## config.mk

```make
export PLATFORM = sky130hd
export DESIGN_NAME = hazard_ctrl_d_flat
export DESIGN_NICKNAME = d
export VERILOG_FILES = /design/src/rtl/hazard_ctrl_d_if.sv /design/src/rtl/hazard_ctrl_d.sv /design/src/flat_wrapper.sv
export SDC_FILE = /design/constraint.sdc
export NUM_CORES = 1
export LEC_CHECK = 0
export BUFFER_PORTS_ARGS = -buffer_cell sky130_fd_sc_hd__buf_2
export CORE_ASPECT_RATIO = 1.5
export CORE_MARGIN = 2
export CORE_UTILIZATION = 46
export CTS_CLUSTER_DIAMETER = 40
export DETAILED_ROUTE_END_ITERATION = 7
export PLACE_DENSITY = 0.82
export SYNTH_ARGS = -nofsm -noshare
export SYNTH_HDL_FRONTEND = slang
export SYNTH_SLANG_ARGS = --single-unit
export TNS_END_PERCENT = 10
```

## constraint.sdc

```tcl
create_clock -name clk -period 3.2 [get_ports clk]
set_clock_uncertainty 0.2 [all_clocks]
set_input_delay 0 -clock clk [delete_from_list [all_inputs] [get_ports clk]]
set_output_delay 0 -clock clk [all_outputs]
set_load 0.01 [all_outputs]
```

## src/rtl/hazard_ctrl_d_if.sv

```systemverilog
// Decode-side hazard interface: D-stage operand/destination info in, stall and
// forwarding select codes out. The decode logic holds the master modport.
interface hazard_ctrl_d_if;
    logic [4:0] rs_d;
    logic [4:0] rt_d;
    logic [1:0] tuse_rs;
    logic [1:0] tuse_rt;
    logic [4:0] dst_d;
    logic [1:0] kind_d;
    logic       md_start_d;
    logic       md_div_d;
    logic       md_use_d;
    logic       flush;
    logic       stall;
    logic [2:0] forward_src_rs;
    logic [2:0] forward_src_rt;
    logic       md_busy;

    modport master (
        output rs_d, rt_d, tuse_rs, tuse_rt, dst_d, kind_d,
        output md_start_d, md_div_d, md_use_d, flush,
        input  stall, forward_src_rs, forward_src_rt, md_busy
    );

    modport slave (
        input  rs_d, rt_d, tuse_rs, tuse_rt, dst_d, kind_d,
        input  md_start_d, md_div_d, md_use_d, flush,
        output stall, forward_src_rs, forward_src_rt, md_busy
    );
endinterface

```

## src/rtl/hazard_ctrl_d.sv

```systemverilog
// D-stage hazard controller: shadow E/M/W destination record, forwarding selects
// and stall; the HI/LO busy timer exists only when HAZARD_MD_UNIT_EN is defined.
module hazard_ctrl_d #(
    parameter int MULT_CYCLES = 5,
    parameter int DIV_CYCLES  = 10
) (
    input  logic            clk,
    input  logic            reset_n,
    hazard_ctrl_d_if.slave  hz
);
    typedef struct packed {
        logic [4:0] dst;
        logic [1:0] kind;
    } ent_t;

    localparam logic [1:0] K_LINK = 2'd1;
    localparam logic [1:0] K_ALU  = 2'd2;
    localparam logic [1:0] K_LOAD = 2'd3;
    localparam ent_t       BUBBLE = '0;

    ent_t e_q, e_d, m_q, m_d, w_q, w_d;
    logic stall_rs, stall_rt, stall_md, stall;
    logic [2:0] src_rs, src_rt;
    logic md_busy;

    // Returns {stall, select}; the youngest matching entry decides.
    function automatic logic [3:0] resolve(input logic [4:0] r, input logic [1:0] tuse,
                                           input ent_t e, input ent_t m, input ent_t w);
        logic [1:0] tnew;
        logic [2:0] code;
        tnew = 2'd0;
        code = 3'd0;
        if (tuse != 2'd3 && r != 5'd0) begin
            if (e.dst == r) begin
                tnew = (e.kind == K_LOAD) ? 2'd2 : (e.kind == K_ALU) ? 2'd1 : 2'd0;
                code = (e.kind == K_LINK) ? 3'd1 : 3'd0;
            end else if (m.dst == r) begin
                tnew = (m.kind == K_LOAD) ? 2'd1 : 2'd0;
                code = (m.kind == K_LINK) ? 3'd3 : (m.kind == K_ALU) ? 3'd2 : 3'd0;
            end else if (w.dst == r) begin
                code = 3'd4;
            end
        end
        if (tnew > tuse) return {1'b1, 3'd0};
        return {1'b0, code};
    endfunction

    always_comb begin
        {stall_rs, src_rs} = resolve(hz.rs_d, hz.tuse_rs, e_q, m_q, w_q);
        {stall_rt, src_rt} = resolve(hz.rt_d, hz.tuse_rt, e_q, m_q, w_q);
        stall = stall_rs | stall_rt | stall_md;
    end

    always_comb begin
        e_d = BUBBLE;
        m_d = e_q;
        w_d = m_q;
        if (hz.flush) begin
            m_d = BUBBLE;
            w_d = BUBBLE;
        end else if (!stall) begin
            e_d = '{dst: hz.dst_d, kind: hz.kind_d};
        end
    end

    always_ff @(posedge clk or negedge reset_n) begin
        if (!reset_n) begin
            e_q <= BUBBLE;
            m_q <= BUBBLE;
            w_q <= BUBBLE;
        end else begin
            e_q <= e_d;
            m_q <= m_d;
            w_q <= w_d;
        end
    end

`ifdef HAZARD_MD_UNIT_EN
    localparam int MD_MAX = (MULT_CYCLES > DIV_CYCLES) ? MULT_CYCLES : DIV_CYCLES;
    localparam int CW     = $clog2(MD_MAX + 1);

    logic [CW-1:0] cnt_q, cnt_d;

    // A flush does not cancel a unit already started; it only blocks a new start.
    always_comb begin
        cnt_d = cnt_q;
        if (hz.md_start_d && !stall && !hz.flush) begin
            cnt_d = hz.md_div_d ? CW'(DIV_CYCLES) : CW'(MULT_CYCLES);
        end else if (cnt_q != '0) begin
            cnt_d = cnt_q - 1'b1;
        end
    end

    always_ff @(posedge clk or negedge reset_n) begin
        if (!reset_n) cnt_q <= '0;
        else          cnt_q <= cnt_d;
    end

    assign md_busy  = (cnt_q != '0);
    assign stall_md = hz.md_use_d & md_busy;
`else
    localparam int md_params_unused = MULT_CYCLES + DIV_CYCLES;
    logic md_inputs_unused;
    assign md_inputs_unused = hz.md_start_d ^ hz.md_div_d ^ hz.md_use_d;
    assign md_busy  = 1'b0;
    assign stall_md = 1'b0;
`endif

    assign hz.stall          = stall;
    assign hz.forward_src_rs = src_rs;
    assign hz.forward_src_rt = src_rt;
    assign hz.md_busy        = md_busy;
endmodule

```

## src/flat_wrapper.sv

```systemverilog
// flat-port wrapper written by rule: the top's interface ports become plain ports
module hazard_ctrl_d_flat 
#(
    parameter int MULT_CYCLES = 5,
    parameter int DIV_CYCLES  = 10
)
  (clk, reset_n, hz_rs_d, hz_rt_d, hz_tuse_rs, hz_tuse_rt, hz_dst_d, hz_kind_d, hz_md_start_d, hz_md_div_d, hz_md_use_d, hz_flush, hz_stall, hz_forward_src_rs, hz_forward_src_rt, hz_md_busy);
  hazard_ctrl_d_if hz_i ();
  input  logic clk;
  input  logic reset_n;
  input wire logic [$bits(hz_i.rs_d)-1:0] hz_rs_d;
  input wire logic [$bits(hz_i.rt_d)-1:0] hz_rt_d;
  input wire logic [$bits(hz_i.tuse_rs)-1:0] hz_tuse_rs;
  input wire logic [$bits(hz_i.tuse_rt)-1:0] hz_tuse_rt;
  input wire logic [$bits(hz_i.dst_d)-1:0] hz_dst_d;
  input wire logic [$bits(hz_i.kind_d)-1:0] hz_kind_d;
  input wire logic [$bits(hz_i.md_start_d)-1:0] hz_md_start_d;
  input wire logic [$bits(hz_i.md_div_d)-1:0] hz_md_div_d;
  input wire logic [$bits(hz_i.md_use_d)-1:0] hz_md_use_d;
  input wire logic [$bits(hz_i.flush)-1:0] hz_flush;
  output wire logic [$bits(hz_i.stall)-1:0] hz_stall;
  output wire logic [$bits(hz_i.forward_src_rs)-1:0] hz_forward_src_rs;
  output wire logic [$bits(hz_i.forward_src_rt)-1:0] hz_forward_src_rt;
  output wire logic [$bits(hz_i.md_busy)-1:0] hz_md_busy;
  assign hz_i.rs_d = hz_rs_d;
  assign hz_i.rt_d = hz_rt_d;
  assign hz_i.tuse_rs = hz_tuse_rs;
  assign hz_i.tuse_rt = hz_tuse_rt;
  assign hz_i.dst_d = hz_dst_d;
  assign hz_i.kind_d = hz_kind_d;
  assign hz_i.md_start_d = hz_md_start_d;
  assign hz_i.md_div_d = hz_md_div_d;
  assign hz_i.md_use_d = hz_md_use_d;
  assign hz_i.flush = hz_flush;
  assign hz_stall = hz_i.stall;
  assign hz_forward_src_rs = hz_i.forward_src_rs;
  assign hz_forward_src_rt = hz_i.forward_src_rt;
  assign hz_md_busy = hz_i.md_busy;
  hazard_ctrl_d #(.MULT_CYCLES(MULT_CYCLES), .DIV_CYCLES(DIV_CYCLES)) u_core (.clk(clk), .reset_n(reset_n), .hz(hz_i));
endmodule
```

==> impl_metrics.csv, run 1 <==
group,metric,value,unit
outcome,status,"complete, but fails checks",
outcome,violations,"hold timing",
route,route.detailed.wl_per_inst,12.8,um
pwr,p_leak,0.781,nW
worst_setup_path,r2r-start,"u_core.e_q[3]",
yosys,syn-instance-count,131,
route,wirelength,2.67,mm
pwr,cellPowerDensity,329,nW/um2
worst_setup_path,cp.buffers_inverters,1,
floorplanning,start_util,48.3,%
global_routing,grt_pass1_vias,1055,
clock_tree,cts_root_buffer,"clkbuf_8",
sta,tns,0,ps
pwr,power,0.532,mW
route,firstDrtPassIters,4,
floorplanning,die-width,47.3,um
final_layout,nNetsFinal,206,
worst_setup_path,worstPathRequired,3000,ps
global_routing,antenna_found_initial,0,
final_layout,mostFrequentLayoutCell,"buf_2",
final_layout,layout-drive-gt1-share,27.3,%
route,routed-via-count,1019,
clock_tree,clock_sinks,19,
final_layout,antennaDiodeCount,0,
floorplanning,io_pins,35,
yosys,synth_nets,164,
worst_setup_path,critPathTopFamily,"simple AND/OR/NAND/NOR gates",
sta,timing.fmax,0.340,GHz
place,hpwl,2.20,mm
yosys,synth_area_leaders,"dfrtp_1 37%, xor2_1 11%, xnor2_1 9.5%",
yosys,synthesis.area,1290,um2
clock_tree,cts_tree,"yes",
run,maxCapViolations,0,
sta,grt_setup_unrepaired,"false",
final_layout,fill_cells,255,
sta,whs,-7.56,ps
yosys,yosysTopAreaCellShare,36.8,%
clock_tree,clk_pin_slew_worst_paths,70,ps
final_layout,fin_util,60.4,%
clock_tree,clkLatencyLatePin,250,ps
global_routing,grt_util_all_layers,19.6,%
floorplanning,die_h,68.9,um
sta,drv_slew,0,
route,drcViolationCount,0,
yosys,ys_ff_latch,19,
worst_setup_path,crit_path_end_kind,"output pin",
min_path,holdCritPathClass,"in -> async",
yosys,synth_warnings,0,
worst_setup_path,worstPathCellList,"xor2_1 > nor3_2 > nand3_2 > nor3_1 > ha_1 > and2b_2 > o21ai_0 > nor2b_2 > nand2_2 > nor3_1 > buf_2",
worst_setup_path,cpMostUsedCell,"nor3_1",
global_routing,grt_pass1_wl,4.40,mm
worst_setup_path,start_kind,"flip-flop",
pwr,peakVddDrop,300,uV
worst_setup_path,slowest_stage,"dfrtp_1",
sta,setup_violations,0,
sta,finalCritPeriodShare,92.0,%
clock_tree,cts_max_path_buffers,2,
sta,min_period,2940,ps
worst_setup_path,arrival,2740,ps
floorplanning,dieArea,3260,um2
worst_setup_path,crit_type,"reg -> out",
clock_tree,post_cts_buffers,0,
route,first_iter_violations,13,
place,gp_congestion,0.791,
final_layout,final_cell_mix,"30 x buf_2, 19 x dfrtp_1, 16 x xor2_1",
final_layout,syn2layout_area_growth,25.2,%
worst_setup_path,path_max_fanout,6,
clock_tree,cts_made_buffers,3,
worst_setup_path,slowest_delay,410,ps
sta,hold_viol,9,
yosys,ys_seq_area_share,36.8,%
route,vias_per_cell,4.88,
clock_tree,cts-htree-levels,1,
floorplanning,row_count,23,
floorplanning,coreArea,2680,um2
yosys,synth_area_per_cell,9.87,um2
global_routing,grt_max_degree,20,
yosys,synth_area_leader_cell,"dfrtp_1",
worst_setup_path,worstSetupStartpoint,"u_core.e_q[3]",
route,ant_nets,0,
place,port-buffer-count,30,
global_routing,grt-ovfl-total,0,
yosys,yosys.cell_types.count,27,
[per-stage QoR]
| stage | hold WS (ps) | area [um2] | setup WS [ps] | instances |
|---|---|---|---|---|
| final | -7.56 | 1620 | 255 | 209 |
| after global routing | 31.2 | 1620 | 35.6 | 209 |
| after CTS | 17.5 | 1610 | 225 | 209 |
| after detailed placement | -247 | 1480 | 496 | 196 |
| after global placement | -254 | 1480 | 576 | 196 |
| after floorplan | -496 | 1290 | 788 | 131 |
[cell families (layout without fill, tap and decap cells)]
kind of cell,after synthesis,after routing,share of synthesized area (%)
buffers and inverters,5,46,1.74
and+or+nand+nor,62,62,29.4
adders and majority gates,6,6,5.81
other,1,1,0.290
AOI/OAI and AO/OA,8,8,5.61
xor gates and xnor gates,30,30,20.3
DFF,19,19,36.8
[sequential cells by signal (all words and copies together), names as in the netlist]
name,count
u_core.e_q,7
u_core.w_q,5
u_core.m_q,7
[worst paths after layout]
path	end	slack [ps]	depth (start not counted)
max reg2reg	u_core.e_q[5]	480	10
max	hz_forward_src_rt[2]	260	11
min in group clk	u_core.e_q[3]	290	3
min reg2reg	u_core.m_q[0]	360	1
min	u_core.w_q[5]	-8	2
max in group asynchronous	u_core.m_q[0]	2520	2
[cell type report]
type | count | area (um2) | area share (%)
clock buffers | 4 | 45.0 | 2.78
inverters | 3 | 11.3 | 0.696
repair buffers | 39 | 240 | 14.8
multi-input cells | 107 | 800 | 49.4
well taps | 37 | 46.3 | 2.86
flip-flops and latches | 19 | 475 | 29.4
[what timing repair did]
item | in CTS | in global routing
endpoints found under the setup margin | 0 | 1
hold endpoints to repair | 38 | 0
hold buffers | 9 | 0
gates resized for setup | 0 | 1
[synth_stat cells, drive strengths merged]
library cell / count
and2: 7
and2b: 1
and3: 4
buf: 1
clkbuf: 1
conb: 1
dfrtp: 19
ha: 6
inv: 3
nand2: 8
nand2b: 2
nand3: 6
nor2: 5
nor2b: 15
nor3: 10
nor3b: 2
o21a: 2
o21ai: 4
o21bai: 2
or4: 2
xnor2: 14
xor2: 16
[power breakdown]
part           leakage (nW)  total [mW]  internal [mW]  switching (mW)
sequential            0.257       0.259          0.250         0.00967
combinational         0.501       0.112         0.0546          0.0570
clock                0.0228       0.161         0.0884          0.0724
total                 0.781       0.532          0.393           0.139
[per-layer routing]
layer,track usage (%),wire (um)
met3,2.34,97
met2,34.1,1430
met1,21.3,1060
met4,12.5,94
met5,0,0
(Power assumes the default switching activity.)
==> inputs of run 2 (changes only) <==
- CAP_MARGIN: default -> 20
- HOLD_SLACK_MARGIN: default -> 0.08
==> run 2 against run 1 <==
  * The run now ends clean
  * Register-to-register slack barely moved
  * Via count rose by 0.49%
  * Cell area up 0.62%
  * Final cell count rose by 0.48%
  * Largest cell class unchanged
  * Flip-flop and latch count stayed put
  * Core utilization increased by 0.37 points
  * Combinational power hardly changed
==> impl_metrics.csv, run 2 (synthesized netlist as in run 1, its figures left out) <==
group,metric,value,unit
outcome,status,"complete, no violations",
final_layout,nNetsFinal,207,
pwr,power,0.533,mW
clock_tree,cts_max_path_buffers,2,
route,routed-via-count,1024,
global_routing,grt_util_all_layers,19.7,%
worst_setup_path,ff2ff_setup_slack,490,ps
place,hpwl,2.20,mm
route,ant_nets,0,
sta,tightest_slew,825,ps
sta,finalCritPeriodShare,92.1,%
global_routing,grt_pass1_vias,1061,
route,route.detailed.wl_per_inst,13.0,um
route,vias_per_cell,4.88,
sta,whs,285,ps
worst_setup_path,cp.buffers_inverters,1,
pwr,p_leak,0.786,nW
sta,drv_slew,0,
final_layout,layout-drive-gt1-share,27.2,%
final_layout,antennaDiodeCount,0,
worst_setup_path,crit_path_end_kind,"output pin",
final_layout,final_cell_area,1630,um2
sta,setup_violations,0,
place,post-place-ws,496,ps
route,first_iter_violations,10,
run,maxCapViolations,0,
sta,tns,0,ps
sta,min_period,2950,ps
sta,hold_viol,0,
floorplanning,die_h,68.9,um
place,port-buffer-count,30,
place,gp_congestion,0.791,
clock_tree,cts_root_buffer,"clkbuf_8",
clock_tree,cts_made_buffers,3,
floorplanning,dieArea,3260,um2
final_layout,fin_util,60.8,%
clock_tree,cts_tree,"yes",
clock_tree,cts-htree-levels,1,
global_routing,grt_max_degree,20,
global_routing,grt-ovfl-total,0,
floorplanning,io_pins,35,
global_routing,grt_pass1_wl,4.43,mm
sta,grt_setup_unrepaired,"false",
worst_setup_path,slowest_delay,410,ps
worst_setup_path,slowest_stage,"dfrtp_1",
place,postPlaceCellArea,1480,um2
clock_tree,clkLatencyLatePin,250,ps
route,wirelength,2.72,mm
floorplanning,die-width,47.3,um
worst_setup_path,crit_type,"reg -> out",
route,firstDrtPassIters,4,
sta,timing.fmax,0.339,GHz
min_path,holdCritPathClass,"in -> reg",
clock_tree,clock_sinks,19,
pwr,cellPowerDensity,328,nW/um2
clock_tree,clk_pin_slew_worst_paths,60,ps
pwr,peakVddDrop,301,uV
worst_setup_path,cpMostUsedCell,"nor3_1",
worst_setup_path,start_kind,"flip-flop",
floorplanning,start_util,48.3,%
floorplanning,row_count,23,
final_layout,mostFrequentLayoutCell,"buf_2",
floorplanning,coreArea,2680,um2
worst_setup_path,critPathTopFamily,"simple AND/OR/NAND/NOR gates",
worst_setup_path,worstPathCellList,"xor2_1 > nor3_2 > nand3_2 > nor3_1 > ha_1 > and2b_2 > o21ai_0 > nor2b_2 > nand2_2 > nor3_1 > buf_2",
final_layout,syn2layout_area_growth,25.9,%
final_layout,largest_registers,"u_core.e_q (7), u_core.m_q (7), u_core.w_q (5)",
final_layout,final_cell_mix,"30 x buf_2, 19 x dfrtp_1, 16 x xor2_1",
clock_tree,post_cts_buffers,0,
worst_setup_path,worstPathRequired,3000,ps
sta,slew_headroom,44.8,%
worst_setup_path,arrival,2750,ps
route,drcViolationCount,0,
place,dpl.cell_count,196,
global_routing,antenna_found_initial,0,
final_layout,fill_cells,254,
sta,setup_ws,253,ps
final_layout,final_cells,210,
worst_setup_path,path_max_fanout,6,
-- run 2: cell count changes in the layout (fill, tap and decap cells not counted) --
cell	previous run	this run
dlygate4sd3_1	9	10
-- run 2: layout make-up --
class                           count  area, um2  share of cell area (%)
Clock buffer                        4       45.0                    2.77
Inverter                            3       11.3                   0.692
Multi-Input combinational cell    107        800                    49.1
Sequential cell                    19        475                    29.2
Tap cell                           37       46.3                    2.84
Timing Repair Buffer               40        250                    15.4
-- run 2: path summary, 6_finish.rpt --
path,depth (start not counted),end,start
setup reg to reg,10,u_core.e_q[5],u_core.e_q[3]
min in group asynchronous,3,u_core.m_q[6],reset_n
hold reg to reg,1,u_core.m_q[0],u_core.e_q[0]
max in group asynchronous,3,u_core.m_q[0],reset_n
setup / recovery,11,hz_forward_src_rt[2],u_core.e_q[3]
hold / removal,3,u_core.e_q[3],hz_dst_d[1]
-- run 2: layer usage --
metal  vias to the layer above  wire, um  global-route usage (%)
li1                        513         -                       -
met1                       478      1100                    21.5
met2                        26      1430                    34.3
met3                         7       101                    2.34
met4                         0        94                    12.5
met5                         -         0                       0
-- run 2: tightest hold or removal path, cell delays in order --
cell and delay, ps:
dlygate4sd3_1 520, buf_2 90, and2_1 100
-- run 2: power by group --
part	leakage (nW)	internal (mW)	switching, mW
clock network	0.0228	0.0884	0.0727
logic	0.505	0.0554	0.0573
registers	0.257	0.250	0.00973
total	0.786	0.394	0.140
-- run 2: timing repair --
| item | CTS | global route |
|---|---|---|
| endpoints found under the hold margin | 38 | 0 |
| gates resized for setup | 0 | 1 |
| hold buffers | 10 | 0 |
| endpoints found under the setup margin | 0 | 1 |
==> inputs of run 3 (changes only) <==
- CORE_UTILIZATION: 46 -> 52
- PLACE_DENSITY: 0.82 -> 0.9
==> run 3 against run 2 <==
  * First-iteration DRC count is 60% higher
  * Global-route usage is 2.9 points higher
  * Via count is 3.2% higher
  * Wire length is 6.8% higher
  * Critical path depth stayed put
  * Clock-buffer cell count stayed put
  * Core utilization is 5.9 points higher
  * Register-to-register slack better by 40 ps
  * Combinational power hardly changed
  * Largest cell class unchanged
  * Largest power group unchanged
  * Highest routed layer unchanged
==> impl_metrics.csv, run 3 (synthesized netlist as in run 1, its figures left out) <==
group,metric,value,unit
outcome,status,"complete, no violations",
global_routing,grt_util_all_layers,22.6,%
pwr,peakVddDrop,259,uV
worst_setup_path,worstPathRequired,3000,ps
worst_setup_path,r2r-start,"u_core.e_q[3]",
sta,setup_violations,0,
route,first_iter_violations,16,
worst_setup_path,crit_path_end_kind,"output pin",
clock_tree,cts_tree,"yes",
worst_setup_path,cpMostUsedCell,"nor3_1",
clock_tree,cts_made_buffers,3,
global_routing,grt_pass1_vias,1130,
sta,tns,0,ps
sta,hold_viol,0,
sta,timing.fmax,0.338,GHz
sta,slew_headroom,45.2,%
route,firstDrtPassIters,4,
final_layout,fin_util,66.7,%
pwr,p_leak,0.784,nW
place,post-place-ws,462,ps
sta,finalCritPeriodShare,92.6,%
sta,setup_ws,238,ps
place,postPlaceCellArea,1460,um2
sta,drv_slew,0,
final_layout,syn2layout_area_growth,23.6,%
floorplanning,row_count,22,
final_layout,mostFrequentLayoutCell,"buf_2",
final_layout,layout-drive-gt1-share,27.2,%
place,gp_congestion,0.861,
floorplanning,start_util,54.0,%
floorplanning,coreArea,2390,um2
floorplanning,dieArea,2910,um2
final_layout,nNetsFinal,207,
min_path,holdCritPathClass,"in -> reg",
floorplanning,die_h,65.1,um
route,ant_nets,0,
worst_setup_path,rr_worst_depth,10,
floorplanning,die-width,44.7,um
worst_setup_path,worstPathCellList,"xor2_1 > nor3_2 > nand3_2 > nor3_1 > ha_1 > and2b_2 > o21ai_1 > nor2b_2 > nand2_2 > nor3_1 > buf_2",
run,maxCapViolations,0,
sta,whs,245,ps
worst_setup_path,worstReg2RegEnd,"u_core.e_q[5]",
sta,min_period,2960,ps
worst_setup_path,slowest_stage,"dfrtp_1",
route,route.detailed.wl_per_inst,14.8,um
sta,tightest_slew,819,ps
clock_tree,clkLatencyLatePin,300,ps
final_layout,fill_cells,193,
worst_setup_path,path_max_fanout,6,
route,routed-via-count,1057,
global_routing,grt_max_degree,20,
final_layout,antennaDiodeCount,0,
route,vias_per_cell,5.37,
final_layout,final_cell_area,1600,um2
global_routing,antenna_found_initial,0,
worst_setup_path,start_kind,"flip-flop",
worst_setup_path,worstSetupStartpoint,"u_core.e_q[3]",
route,wirelength,2.91,mm
worst_setup_path,crit_type,"reg -> out",
global_routing,grt-ovfl-total,0,
worst_setup_path,ff2ff_setup_slack,530,ps
final_layout,largest_registers,"u_core.e_q (7), u_core.m_q (7), u_core.w_q (5)",
place,port-buffer-count,30,
clock_tree,cts-htree-levels,1,
sta,grt_setup_unrepaired,"false",
floorplanning,io_pins,35,
global_routing,grt_pass1_wl,4.69,mm
worst_setup_path,crit_end,"hz_forward_src_rt[2]",
route,drcViolationCount,0,
clock_tree,cts_max_path_buffers,2,
worst_setup_path,slowest_delay,420,ps
clock_tree,cts_root_buffer,"clkbuf_4",
worst_setup_path,arrival,2760,ps
clock_tree,clock_sinks,19,
place,hpwl,2.27,mm
pwr,cellPowerDensity,309,nW/um2
clock_tree,clk_pin_slew_worst_paths,90,ps
final_layout,final_cell_mix,"30 x buf_2, 19 x dfrtp_1, 16 x xor2_1",
run 3: cell types whose count changed in the layout (fill, tap and decap cells not counted):
| cell | delta |
|---|---|
| nor2b_2 | -1 |
| o21ai_0 | -2 |
| o21ai_1 | +2 |
| clkbuf_4 | +3 |
| clkbuf_8 | -3 |
| nor2b_4 | +1 |
run 3: worst min-delay path by stage:
stage                 startpoint             to  slack, ps  depth (start not counted)
floorplan                reset_n  u_core.e_q[0]       -500                          0
global placement         reset_n  u_core.m_q[2]       -260                          1
detailed placement       reset_n  u_core.w_q[5]       -250                          1
CTS                 hz_kind_d[0]  u_core.e_q[0]        230                          3
global route         hz_dst_d[4]  u_core.e_q[6]        240                          3
finish               hz_dst_d[1]  u_core.e_q[3]        250                          3
run 3: worst max-delay path: cells and delay by family, from the launching register on:
| kind | cells | cell delay [ps] |
|---|---|---|
| XOR/XNOR | 1 | 180 |
| adder cells (fa/ha/maj) | 1 | 280 |
| AO/OA/AOI/OAI | 1 | 150 |
| flip-flops | 1 | 420 |
| buffers and inverters | 1 | 160 |
| AND/OR/NAND/NOR | 7 | 1270 |
run 3: power breakdown:
part           internal [mW]  total [mW]  switching (mW)
logic                 0.0562       0.115          0.0588
clock network         0.0485       0.119          0.0703
registers              0.249       0.260          0.0106
run 3: area by class of cell:
class	instances	area (um2)	share of cell area, %
multi-input cells	107	805	50.4
inverters	3	11.3	0.705
well taps	24	30.0	1.88
clock buffers	4	26.3	1.64
flip-flops and latches	19	475	29.8
repair buffers	40	250	15.7
run 3: layer usage:
| metal | wire length, um | up-vias | global-route usage [%] |
|---|---|---|---|
| li1 | - | 514 | - |
| met3 | 104 | 10 | 3.06 |
| met5 | 0 | - | 0 |
| met4 | 103 | 0 | 15.5 |
| met2 | 1620 | 36 | 40.9 |
| met1 | 1080 | 497 | 22.3 |
run 3: what timing repair did:
| action | CTS | global route |
|---|---|---|
| endpoints found under the setup margin | 0 | 4 |
| endpoints found under the hold margin | 38 | 0 |
| resized for setup | 0 | 4 |
| setup buffers | 0 | 0 |
| hold buffers | 10 | 0 |
run 3: per-stage QoR:
stage / power (mW) / instances
after global placement: 0.361 / 183
after detailed placement: 0.368 / 183
after CTS: 0.496 / 197
after global routing: 0.520 / 197
final: 0.494 / 197
after floorplan: 0.324 / 131
